<file path="src/rtl/mem_access_ctrl.sv">
// mem_access_ctrl: sequences one load/store request at a time through a
// single-cycle memory port (IDLE -> ACCESS -> RESP). Requests use big-endian
// byte lanes. Misaligned and illegal requests are answered with an exception
// code and never touch memory.
//
// Optional feature: define LLSC_EN to enable the load-linked (op 8) and
// store-conditional (op 9) operations and the link bit. When it is undefined,
// ops 8 and 9 are illegal, llbit_o is tied to 0 and llbit_clr is ignored.
//
// Ports:
//   clk, rst            clock, synchronous active-high reset
//   req_valid/req_ready request handshake
//   req_op              0 LB,1 LBU,2 LH,3 LHU,4 LW,5 SB,6 SH,7 SW,8 LL,9 SC
//   req_addr            byte address
//   req_wdata           store data (low bits significant)
//   req_wd              destination register
//   resp_valid          one-cycle completion pulse
//   resp_rdata          load data / SC success flag
//   resp_wd, resp_wreg  destination register and write-enable
//   resp_exc            00 none, 01 load misaligned, 10 store misaligned, 11 illegal
//   mem_ce, mem_we      memory enable / write enable (ACCESS state only)
//   mem_sel             byte lanes, bit 3 = addr[1:0]==00
//   mem_addr            word-aligned address
//   mem_data_o          replicated store data
//   mem_data_i          combinational read data
//   llbit_clr, llbit_o  link bit clear input and current link bit
module mem_access_ctrl #(
  parameter int ADDR_W = 32
) (
  input  logic              clk,
  input  logic              rst,
  input  logic              req_valid,
  output logic              req_ready,
  input  logic [3:0]        req_op,
  input  logic [ADDR_W-1:0] req_addr,
  input  logic [31:0]       req_wdata,
  input  logic [4:0]        req_wd,
  output logic              resp_valid,
  output logic [31:0]       resp_rdata,
  output logic [4:0]        resp_wd,
  output logic              resp_wreg,
  output logic [1:0]        resp_exc,
  output logic              mem_ce,
  output logic              mem_we,
  output logic [3:0]        mem_sel,
  output logic [ADDR_W-1:0] mem_addr,
  output logic [31:0]       mem_data_o,
  input  logic [31:0]       mem_data_i,
  input  logic              llbit_clr,
  output logic              llbit_o
);

  typedef enum logic [1:0] {
    IDLE   = 2'd0,
    ACCESS = 2'd1,
    RESP   = 2'd2
  } state_t;

  state_t            state_r, state_nxt_s;
  logic [3:0]        op_r;
  logic [ADDR_W-1:0] addr_r;
  logic [31:0]       wdata_r;
  logic [4:0]        wd_r;

  logic        is_load_s, is_store_s, is_byte_s, is_half_s, is_word_s;
  logic        is_sext_s, is_ll_s, is_sc_s, illegal_s, misalign_s, sc_fail_s;
  logic [1:0]  exc_s;
  logic        go_s;
  logic [7:0]  byte_s;
  logic [15:0] half_s;
  logic [31:0] load_data_s;
  logic        llbit_r;

  logic        resp_valid_r, resp_wreg_r;
  logic [31:0] resp_rdata_r;
  logic [4:0]  resp_wd_r;
  logic [1:0]  resp_exc_r;

  // State register; reset from any state returns to IDLE and drops the request.
  always_ff @(posedge clk) begin
    if (rst) begin
      state_r <= IDLE;
    end else begin
      state_r <= state_nxt_s;
    end
  end

  // Next-state logic.
  always_comb begin
    state_nxt_s = state_r;
    case (state_r)
      IDLE: begin
        if (req_valid) begin
          state_nxt_s = ACCESS;
        end else begin
          state_nxt_s = IDLE;
        end
      end
      ACCESS:  state_nxt_s = RESP;
      RESP:    state_nxt_s = IDLE;
      default: state_nxt_s = IDLE;
    endcase
  end

  // Request capture on accept.
  always_ff @(posedge clk) begin
    if (rst) begin
      op_r    <= 4'd0;
      addr_r  <= '0;
      wdata_r <= 32'd0;
      wd_r    <= 5'd0;
    end else if (state_r == IDLE && req_valid) begin
      op_r    <= req_op;
      addr_r  <= req_addr;
      wdata_r <= req_wdata;
      wd_r    <= req_wd;
    end
  end

  // Opcode decode into class, access size and extension.
  always_comb begin
    is_load_s  = 1'b0;
    is_store_s = 1'b0;
    is_byte_s  = 1'b0;
    is_half_s  = 1'b0;
    is_word_s  = 1'b0;
    is_sext_s  = 1'b0;
    is_ll_s    = 1'b0;
    is_sc_s    = 1'b0;
    illegal_s  = 1'b0;
    case (op_r)
      4'd0: begin is_load_s  = 1'b1; is_byte_s = 1'b1; is_sext_s = 1'b1; end
      4'd1: begin is_load_s  = 1'b1; is_byte_s = 1'b1; end
      4'd2: begin is_load_s  = 1'b1; is_half_s = 1'b1; is_sext_s = 1'b1; end
      4'd3: begin is_load_s  = 1'b1; is_half_s = 1'b1; end
      4'd4: begin is_load_s  = 1'b1; is_word_s = 1'b1; end
      4'd5: begin is_store_s = 1'b1; is_byte_s = 1'b1; end
      4'd6: begin is_store_s = 1'b1; is_half_s = 1'b1; end
      4'd7: begin is_store_s = 1'b1; is_word_s = 1'b1; end
`ifdef LLSC_EN
      4'd8: begin is_load_s  = 1'b1; is_word_s = 1'b1; is_ll_s = 1'b1; end
      4'd9: begin is_store_s = 1'b1; is_word_s = 1'b1; is_sc_s = 1'b1; end
`endif
      default: illegal_s = 1'b1;
    endcase
  end

  // Exception classification; illegal takes priority over misalignment.
  always_comb begin
    misalign_s = (is_half_s & addr_r[0]) | (is_word_s & (addr_r[1:0] != 2'b00));
    if (illegal_s) begin
      exc_s = 2'b11;
    end else if (misalign_s && is_load_s) begin
      exc_s = 2'b01;
    end else if (misalign_s) begin
      exc_s = 2'b10;
    end else begin
      exc_s = 2'b00;
    end
  end

`ifdef LLSC_EN
  assign sc_fail_s = is_sc_s & ~llbit_r;
`else
  assign sc_fail_s = 1'b0;
`endif

  // Memory is touched only in ACCESS for clean requests; rst gates it so a
  // reset landing on a store cycle cannot commit the write.
  assign go_s = (state_r == ACCESS) & (exc_s == 2'b00) & ~sc_fail_s & ~rst;

  // Memory port drive: big-endian lane select and replicated store data.
  always_comb begin
    mem_ce     = 1'b0;
    mem_we     = 1'b0;
    mem_sel    = 4'b0000;
    mem_addr   = '0;
    mem_data_o = 32'd0;
    if (go_s) begin
      mem_ce   = 1'b1;
      mem_we   = is_store_s;
      mem_addr = {addr_r[ADDR_W-1:2], 2'b00};
      if (is_byte_s) begin
        mem_sel    = 4'b1000 >> addr_r[1:0];
        mem_data_o = {4{wdata_r[7:0]}};
      end else if (is_half_s) begin
        mem_sel    = addr_r[1] ? 4'b0011 : 4'b1100;
        mem_data_o = {2{wdata_r[15:0]}};
      end else begin
        mem_sel    = 4'b1111;
        mem_data_o = wdata_r;
      end
    end else begin
      mem_ce = 1'b0;
    end
  end

  // Load lane extraction from read data (lane 0 = bits 31:24).
  always_comb begin
    case (addr_r[1:0])
      2'b00:   byte_s = mem_data_i[31:24];
      2'b01:   byte_s = mem_data_i[23:16];
      2'b10:   byte_s = mem_data_i[15:8];
      2'b11:   byte_s = mem_data_i[7:0];
      default: byte_s = 8'd0;
    endcase
    half_s = addr_r[1] ? mem_data_i[15:0] : mem_data_i[31:16];
    if (is_byte_s) begin
      load_data_s = {{24{is_sext_s & byte_s[7]}}, byte_s};
    end else if (is_half_s) begin
      load_data_s = {{16{is_sext_s & half_s[15]}}, half_s};
    end else begin
      load_data_s = mem_data_i;
    end
  end

  // Response registers, loaded at the end of ACCESS and held until the next.
  always_ff @(posedge clk) begin
    if (rst) begin
      resp_valid_r <= 1'b0;
      resp_rdata_r <= 32'd0;
      resp_wd_r    <= 5'd0;
      resp_wreg_r  <= 1'b0;
      resp_exc_r   <= 2'b00;
    end else begin
      resp_valid_r <= (state_r == ACCESS);
      if (state_r == ACCESS) begin
        resp_wd_r   <= wd_r;
        resp_exc_r  <= exc_s;
        resp_wreg_r <= (exc_s == 2'b00) & (is_load_s | is_sc_s);
        if (exc_s != 2'b00) begin
          resp_rdata_r <= 32'd0;
        end else if (is_sc_s) begin
          resp_rdata_r <= {31'd0, ~sc_fail_s};
        end else if (is_load_s) begin
          resp_rdata_r <= load_data_s;
        end else begin
          resp_rdata_r <= 32'd0;
        end
      end
    end
  end

`ifdef LLSC_EN
  // Link bit: external clear wins over an LL set; a successful SC consumes it.
  always_ff @(posedge clk) begin
    if (rst) begin
      llbit_r <= 1'b0;
    end else if (llbit_clr) begin
      llbit_r <= 1'b0;
    end else if (state_r == ACCESS && exc_s == 2'b00 && is_ll_s) begin
      llbit_r <= 1'b1;
    end else if (state_r == ACCESS && exc_s == 2'b00 && is_sc_s) begin
      llbit_r <= 1'b0;
    end
  end
`else
  logic llsc_unused_s;
  assign llbit_r       = 1'b0;
  assign llsc_unused_s = llbit_clr | is_ll_s;
`endif

  assign req_ready  = (state_r == IDLE);
  assign resp_valid = resp_valid_r;
  assign resp_rdata = resp_rdata_r;
  assign resp_wd    = resp_wd_r;
  assign resp_wreg  = resp_wreg_r;
  assign resp_exc   = resp_exc_r;
  assign llbit_o    = llbit_r;

endmodule

</file>
<file path="config.mk">
export PLATFORM = sky130hd
export DESIGN_NAME = mem_access_ctrl
export DESIGN_NICKNAME = d
export VERILOG_FILES = /design/src/rtl/mem_access_ctrl.sv
export SDC_FILE = /design/constraint.sdc
export NUM_CORES = 1
export LEC_CHECK = 0
export ABC_CLOCK_PERIOD_IN_PS = 2100
export BUFFER_PORTS_ARGS = -buffer_cell sky130_fd_sc_hd__buf_2
export CORE_MARGIN = 2
export CORE_UTILIZATION = 44
export CTS_CLUSTER_DIAMETER = 100
export DETAILED_ROUTE_END_ITERATION = 6
export PLACE_DENSITY = 0.77
export SLEW_MARGIN = 20
export SYNTH_ARGS = -nofsm -noshare
export SYNTH_HDL_FRONTEND = slang
export SYNTH_SLANG_ARGS = --single-unit
</file>
<file path="constraint.sdc">
create_clock -name clk -period 2.1 [get_ports clk]
set_clock_uncertainty 0.15 [all_clocks]
set_input_delay 0.42 -clock clk [delete_from_list [all_inputs] [get_ports clk]]
set_output_delay 0.42 -clock clk [all_outputs]
set_load 0.05 [all_outputs]
</file>
# [Word level (Yosys, flattened, before mapping)]
# Cells that the tools add are included.
[classes] n_eq_ne=11 n_shift=1 n_mux=27 bitwise=9 n_reduce_logical=15
[op_table] operator="32-bit two-way mux" count=8
[op_table] operator="8-bit one-hot mux with 4 select lines" count=1
[op_table] operator="4-bit by 3-bit equality test with 1-bit output (second input constant)" count=4
[op_table] operator="16-bit two-way mux" count=1
[op_table] operator="4-bit two-way mux" count=4
[op_table] operator="1-bit two-way mux" count=9
[op_table] operator="3-bit OR reduction" count=3
[op_table] operator="4-bit by 2-bit equality test with 1-bit output (second input constant)" count=2
[op_table] operator="8-bit OR reduction" count=1
[op_table] operator="1-bit AND" count=7
[op_table] operator="2-bit zero test" count=3
[op_table] operator="2-bit two-way mux" count=3
[op_table] operator="5-bit OR reduction" count=1
[op_table] operator="2-bit by 1-bit equality test with 1-bit output (second input constant)" count=2
[op_table] operator="2-bit equality test (second input constant)" count=2
[op_table] operator="4-bit by 1-bit equality test with 1-bit output (second input constant)" count=1
[op_table] operator="4-bit zero test" count=1
[op_table] operator="2-bit one-hot mux with 2 select lines" count=1
[op_table] operator="2-bit nonzero test" count=2
[op_table] operator="2-bit OR reduction" count=2
[op_table] operator="4-bit by 2-bit >> shifter with 4-bit output (first input constant)" count=1
[op_table] operator="1-bit logical AND" count=2
[op_table] operator="1-bit inverter" count=1
[op_table] operator="1-bit bitwise OR" count=1
[word_totals] reg_bits=116 input_bits=109 out_inout_bits=113 wordCells=73

# [Depth between registers and ports, before layout]
[depth] word_depth=12 mapped_depth=7 ltp_nobuf=5

# [Least setup slack after synthesis]
# OpenSTA, ideal clock, no wires.
[synth_timing] path_type="reg-to-output" startpoint="register state_r[1]" endpoint="output mem_data_o[17]" t_arrival_ps=2339 required_time_ps=1530 slack_ps=-809 stages_incl_launch_ff=8 path_buffers=3 cell_sequence="dfxtp_1 nand2b_1 clkbuf_1 nor3_1 nand3_1 buf_2 buf_2 a21oi_1"
[synth_between] elab_chain_len=4
[synth_lines] item="start: declaration" line_no="59" source="state_t state_r, state_nxt_s;"
[synth_lines] item="start signal: assignment" line_no="84" source="state_r <= state_nxt_s;"
[synth_lines] item="2-bit by 1-bit equality test with 1-bit output" line_no="170" source="assign go_s = (state_r == ACCESS) & (exc_s == 2'b00) & ~sc_fail_s & ~rst;"
[synth_lines] item="1-bit AND (2 in a row)" line_no="170"
[synth_lines] item="32-bit two-way mux" line_no="179" source="if (go_s) begin"
[synth_lines] item="end: declaration" line_no="47" source="output logic [31:0] mem_data_o,"
# Every way passes these cells.

# [Worst setup path in the final report]
[layout_timing] startpoint="register op_r[0]" endpoint="output mem_data_o[23]"
[layout_between] elab_chain_len=12 word_cells_on_any_way=30 classes_between="eq/ne: 7; mux: 10; bitwise: 5; reduce/logical: 8"
[layout_lines] item="start: declaration" line_no="60" source="logic [3:0] op_r;"
[layout_lines] item="start signal: assignment" line_no="113" source="op_r <= req_op;"
[layout_lines] item="4-bit by 3-bit equality test with 1-bit output / 4-bit by 2-bit equality test with 1-bit output (equally long branches)" line_no="131" source="case (op_r)"
[layout_lines] item="3-bit OR reduction (no line) / 2-bit OR reduction (equally long branches)"
[layout_lines] item="1-bit two-way mux" line_no="131"
[layout_lines] item="1-bit AND" line_no="150" source="misalign_s = (is_half_s & addr_r[0]) | (is_word_s & (addr_r[1:0] != 2'b00));"
[layout_lines] item="1-bit bitwise OR" line_no="150"
[layout_lines] item="2-bit two-way mux / 1-bit logical AND (equally long branches)" line_no="155, 153"
[layout_lines] item="2-bit two-way mux" line_no="153" source="end else if (misalign_s && is_load_s) begin"
[layout_lines] item="2-bit two-way mux" line_no="151" source="if (illegal_s) begin"
[layout_lines] item="2-bit zero test" line_no="170"
[layout_lines] item="1-bit AND (2 in a row)" line_no="170"
[layout_lines] item="32-bit two-way mux (*)" line_no="179"
# Every way passes the cells marked *; elsewhere a longest branch is shown, timed or not.

==> metrics.yaml <==
critical_path:
  crit_required_ns: 1.53
  crit_path_end_kind: "output port"
  crit_arrival_ns: 1.96
  critical_path_class: "flip-flop to output port"
  crit_fanout: 5
  worst_setup_path_start_kind: "flip-flop"
logic_synthesis:
  synth_top_family_by_area: "simple AND/OR/NAND/NOR gates"
  avgSynthCellArea_um2: 7.59
  synth_area_um2: 5420
  synth_top_area_frac: 0.425
  synth-async-reset-ratio: 0
  yosysMostFrequentCell: "nand2_1"
  ys_top_cells_by_area: "dfxtp_1, nand2_1, a21oi_1"
  ys_ff_latch: 115
  synth-adder-area-share: 0
  synth-xor-area-share: 0.00162
  synth_cell_types: 46
  synth_warnings: 0
  synth_edf_count: 0
  synth_compound_area_frac: 0.200
  yosysTopAreaCell: "dfxtp_1"
  synthCells: 713
  yosysSeqAreaShare: 0.425
  yosys-top-cells-count: "nand2_1, dfxtp_1, a21oi_1"
  synth-simple-area-share: 0.271
  ys.flop_type: "dfxtp_1"
  synth_mux_area_frac: 0.0501
sta:
  finalSetupViolCount: 74
  tightest_slew_ns: 0.613
  slew_headroom: 0.586
  report.final.slew_viol_count: 0
  rsz0062_at_grt: "yes"
  fin_ws_ns: -0.426
  hold_violations: 0
  clock.fmax_mhz: 396
  fin_crit_ns: 2.53
  finalCritPeriodShare: 1.20
floorplanning:
  rows: 40
  core_um2: 12000
  dieArea_um2: 13200
  start_util: 0.451
  die_h_um: 115
  io_pins: 222
  die_w_um: 115
power_and_ir_drop:
  p_sw_w: 0.00205
  ir_worst_vdd_v: 0.000531
  p_seq_frac: 0.355
  power_frac_clock: 0.430
  comb_power_share: 0.215
  internal_power_w: 0.00477
  swShare: 0.300
  power_density_nw_per_um2: 747
  p_leak_nw: 3.71
cts:
  cts_tree: "built"
  cts_sinks: 115
  ctsHoldBuffers: 0
  clk_latency_ns: 0.42
  clkTransAtPathRegs_ns: 0.05
  cts_buffers: 17
  clockRootBuffer: "clkbuf_16"
  htreeDepth: 4
  clk_path_buf_depth: 2
grt:
  grt_pass1_vias: 6316
  grt_pass1_wl_um: 31900
  track_usage: 0.312
  antenna_found_initial: 0
  grt_max_degree: 51
  overflow: 0
drt:
  postRouteAntennaNets: 0
  drt-wirelength-per-cell_um: 19.6
  viasPerCell: 5.83
  vias: 6537
  wl_um: 22000
  drt_iter0_markers: 607
  drcViolationCount: 0
  first_pass_iters: 5
placement:
  gp_congestion: 0.914
  io_buffer_count: 217
  hpwlAfterDp_um: 12700
  dp_slack_ns: -0.202
run_status:
  violations: "setup timing"
  outcome: "finished with violations"
flow_run:
  max_cap_viol_count: 0
final_layout:
  fin_nets: 1070
  utilization: 0.759
  synthToLayoutAreaGrowth_pct: 68.4
  drive_gt1_frac: 0.486
  fill_cells: 818
min_path:
  hp-class: "input pin to flip-flop"
path summary, 6_finish.rpt:
kind	startpoint	endpoint	slack, ns	depth (start not counted)
worst min register to register	resp_rdata[24]$_SDFFE_PP0P_	resp_rdata[24]$_SDFFE_PP0P_	0.29	2
worst max register to register	op_r[0]$_SDFFE_PP0P_	resp_rdata[14]$_SDFFE_PP0P_	-0.08	9
worst max-delay path	op_r[0]$_SDFFE_PP0P_	mem_data_o[23]	-0.43	7
worst min-delay path	req_wdata[18]	wdata_r[18]$_SDFFE_PP0P_	0.08	3
power by group through the flow:
stage / Combinational [W] / Sequential, W / Clock [W]
after global placement: 0.00122 / 0.00244 / 0
after CTS: 0.00135 / 0.00241 / 0.00293
after floorplan: 0.000692 / 0.00258 / 0
after global routing: 0.00155 / 0.00243 / 0.00305
final: 0.00146 / 0.00242 / 0.00293
after detailed placement: 0.00123 / 0.00245 / 0
state kept, by name, summed over array words and instances (netlist names):
signal and cells:
addr_r 32, wdata_r 32, op_r 4, resp_wreg 1, resp_wd 5, resp_exc 2
resp_rdata 32, state_r 2, wd_r 5
per-stage QoR:
stage | hold WS (ns) | cells | power, W | TNS [ns] | area (um2)
floorplan | 0.282 | 715 | 0.00327 | -4.83 | 6050
global placement | 0.279 | 1074 | 0.00367 | -6.43 | 7480
detailed placement | 0.290 | 1074 | 0.00368 | -7.68 | 7480
CTS | 0.0727 | 1116 | 0.00668 | -22.81 | 8850
global route | 0.0792 | 1120 | 0.00703 | -28.71 | 9120
finish | 0.0808 | 1121 | 0.00682 | -24.08 | 9120
layout by cell type, fill, tap and decap left out, types with 4 or more instances in the layout:
cell type and count:
buf_12 14, a21oi_4 19, nand2_2 23, o21ai_0 27, a211oi_2 7, and2_4 39
buf_4 44, a31oi_4 8, a221oi_2 5, clkbuf_16 17, nor3b_1 7, buf_8 6
buf_6 74, nand2_1 216, a2111oi_4 7, clkinv_2 6, mux4_2 8, nor2_1 10
dfxtp_1 110, nor4b_1 4, buf_2 148, mux2i_2 5, nor3_1 7, o21ai_1 9
a21oi_1 87, nor4b_2 4
final cells by class:
class	instances	area [um2]	area share
clock inverter	11	135	0.0148
sequential	115	2320	0.254
clock buffer	20	457	0.0501
inverter	2	10.0	0.00110
multi-input combinational	537	3690	0.404
timing repair buffer	288	2330	0.255
tap	147	184	0.0202
antenna	1	2.50	0.000274
worst max-delay path, stage by stage, from the launching register on:
cell,delay (ns)
dfxtp_4,0.37
buf_6,0.12
and2_4,0.15
buf_12,0.13
o22ai_4,0.23
nand2_2,0.14
a21oi_4,0.21
buf_6,0.18
cells by family after synthesis:
kind of cell,after synthesis
AOI/OAI and AO/OA,186
xor gates and xnor gates,1
buffers and inverters,64
DFF,115
muxes,17
other,1
and+or+nand+nor,329
layer usage:
metal	vias up	global-route usage	share of wire	wire length, um
met1	3061	0.338	0.34	7570
met3	117	0.106	0.11	2370
met2	442	0.525	0.49	10700
met5	-	0	0	0
met4	0	0.196	0.061	1340
li1	2917	-	-	-
timing repair:
action | in CTS | in global routing
pin swaps | 13 | 27
setup buffers | 9 | 5
setup endpoints to repair | 81 | 100
gates resized for setup | 187 | 45
cloned | 3 | 0
(Power assumes the default switching activity.)
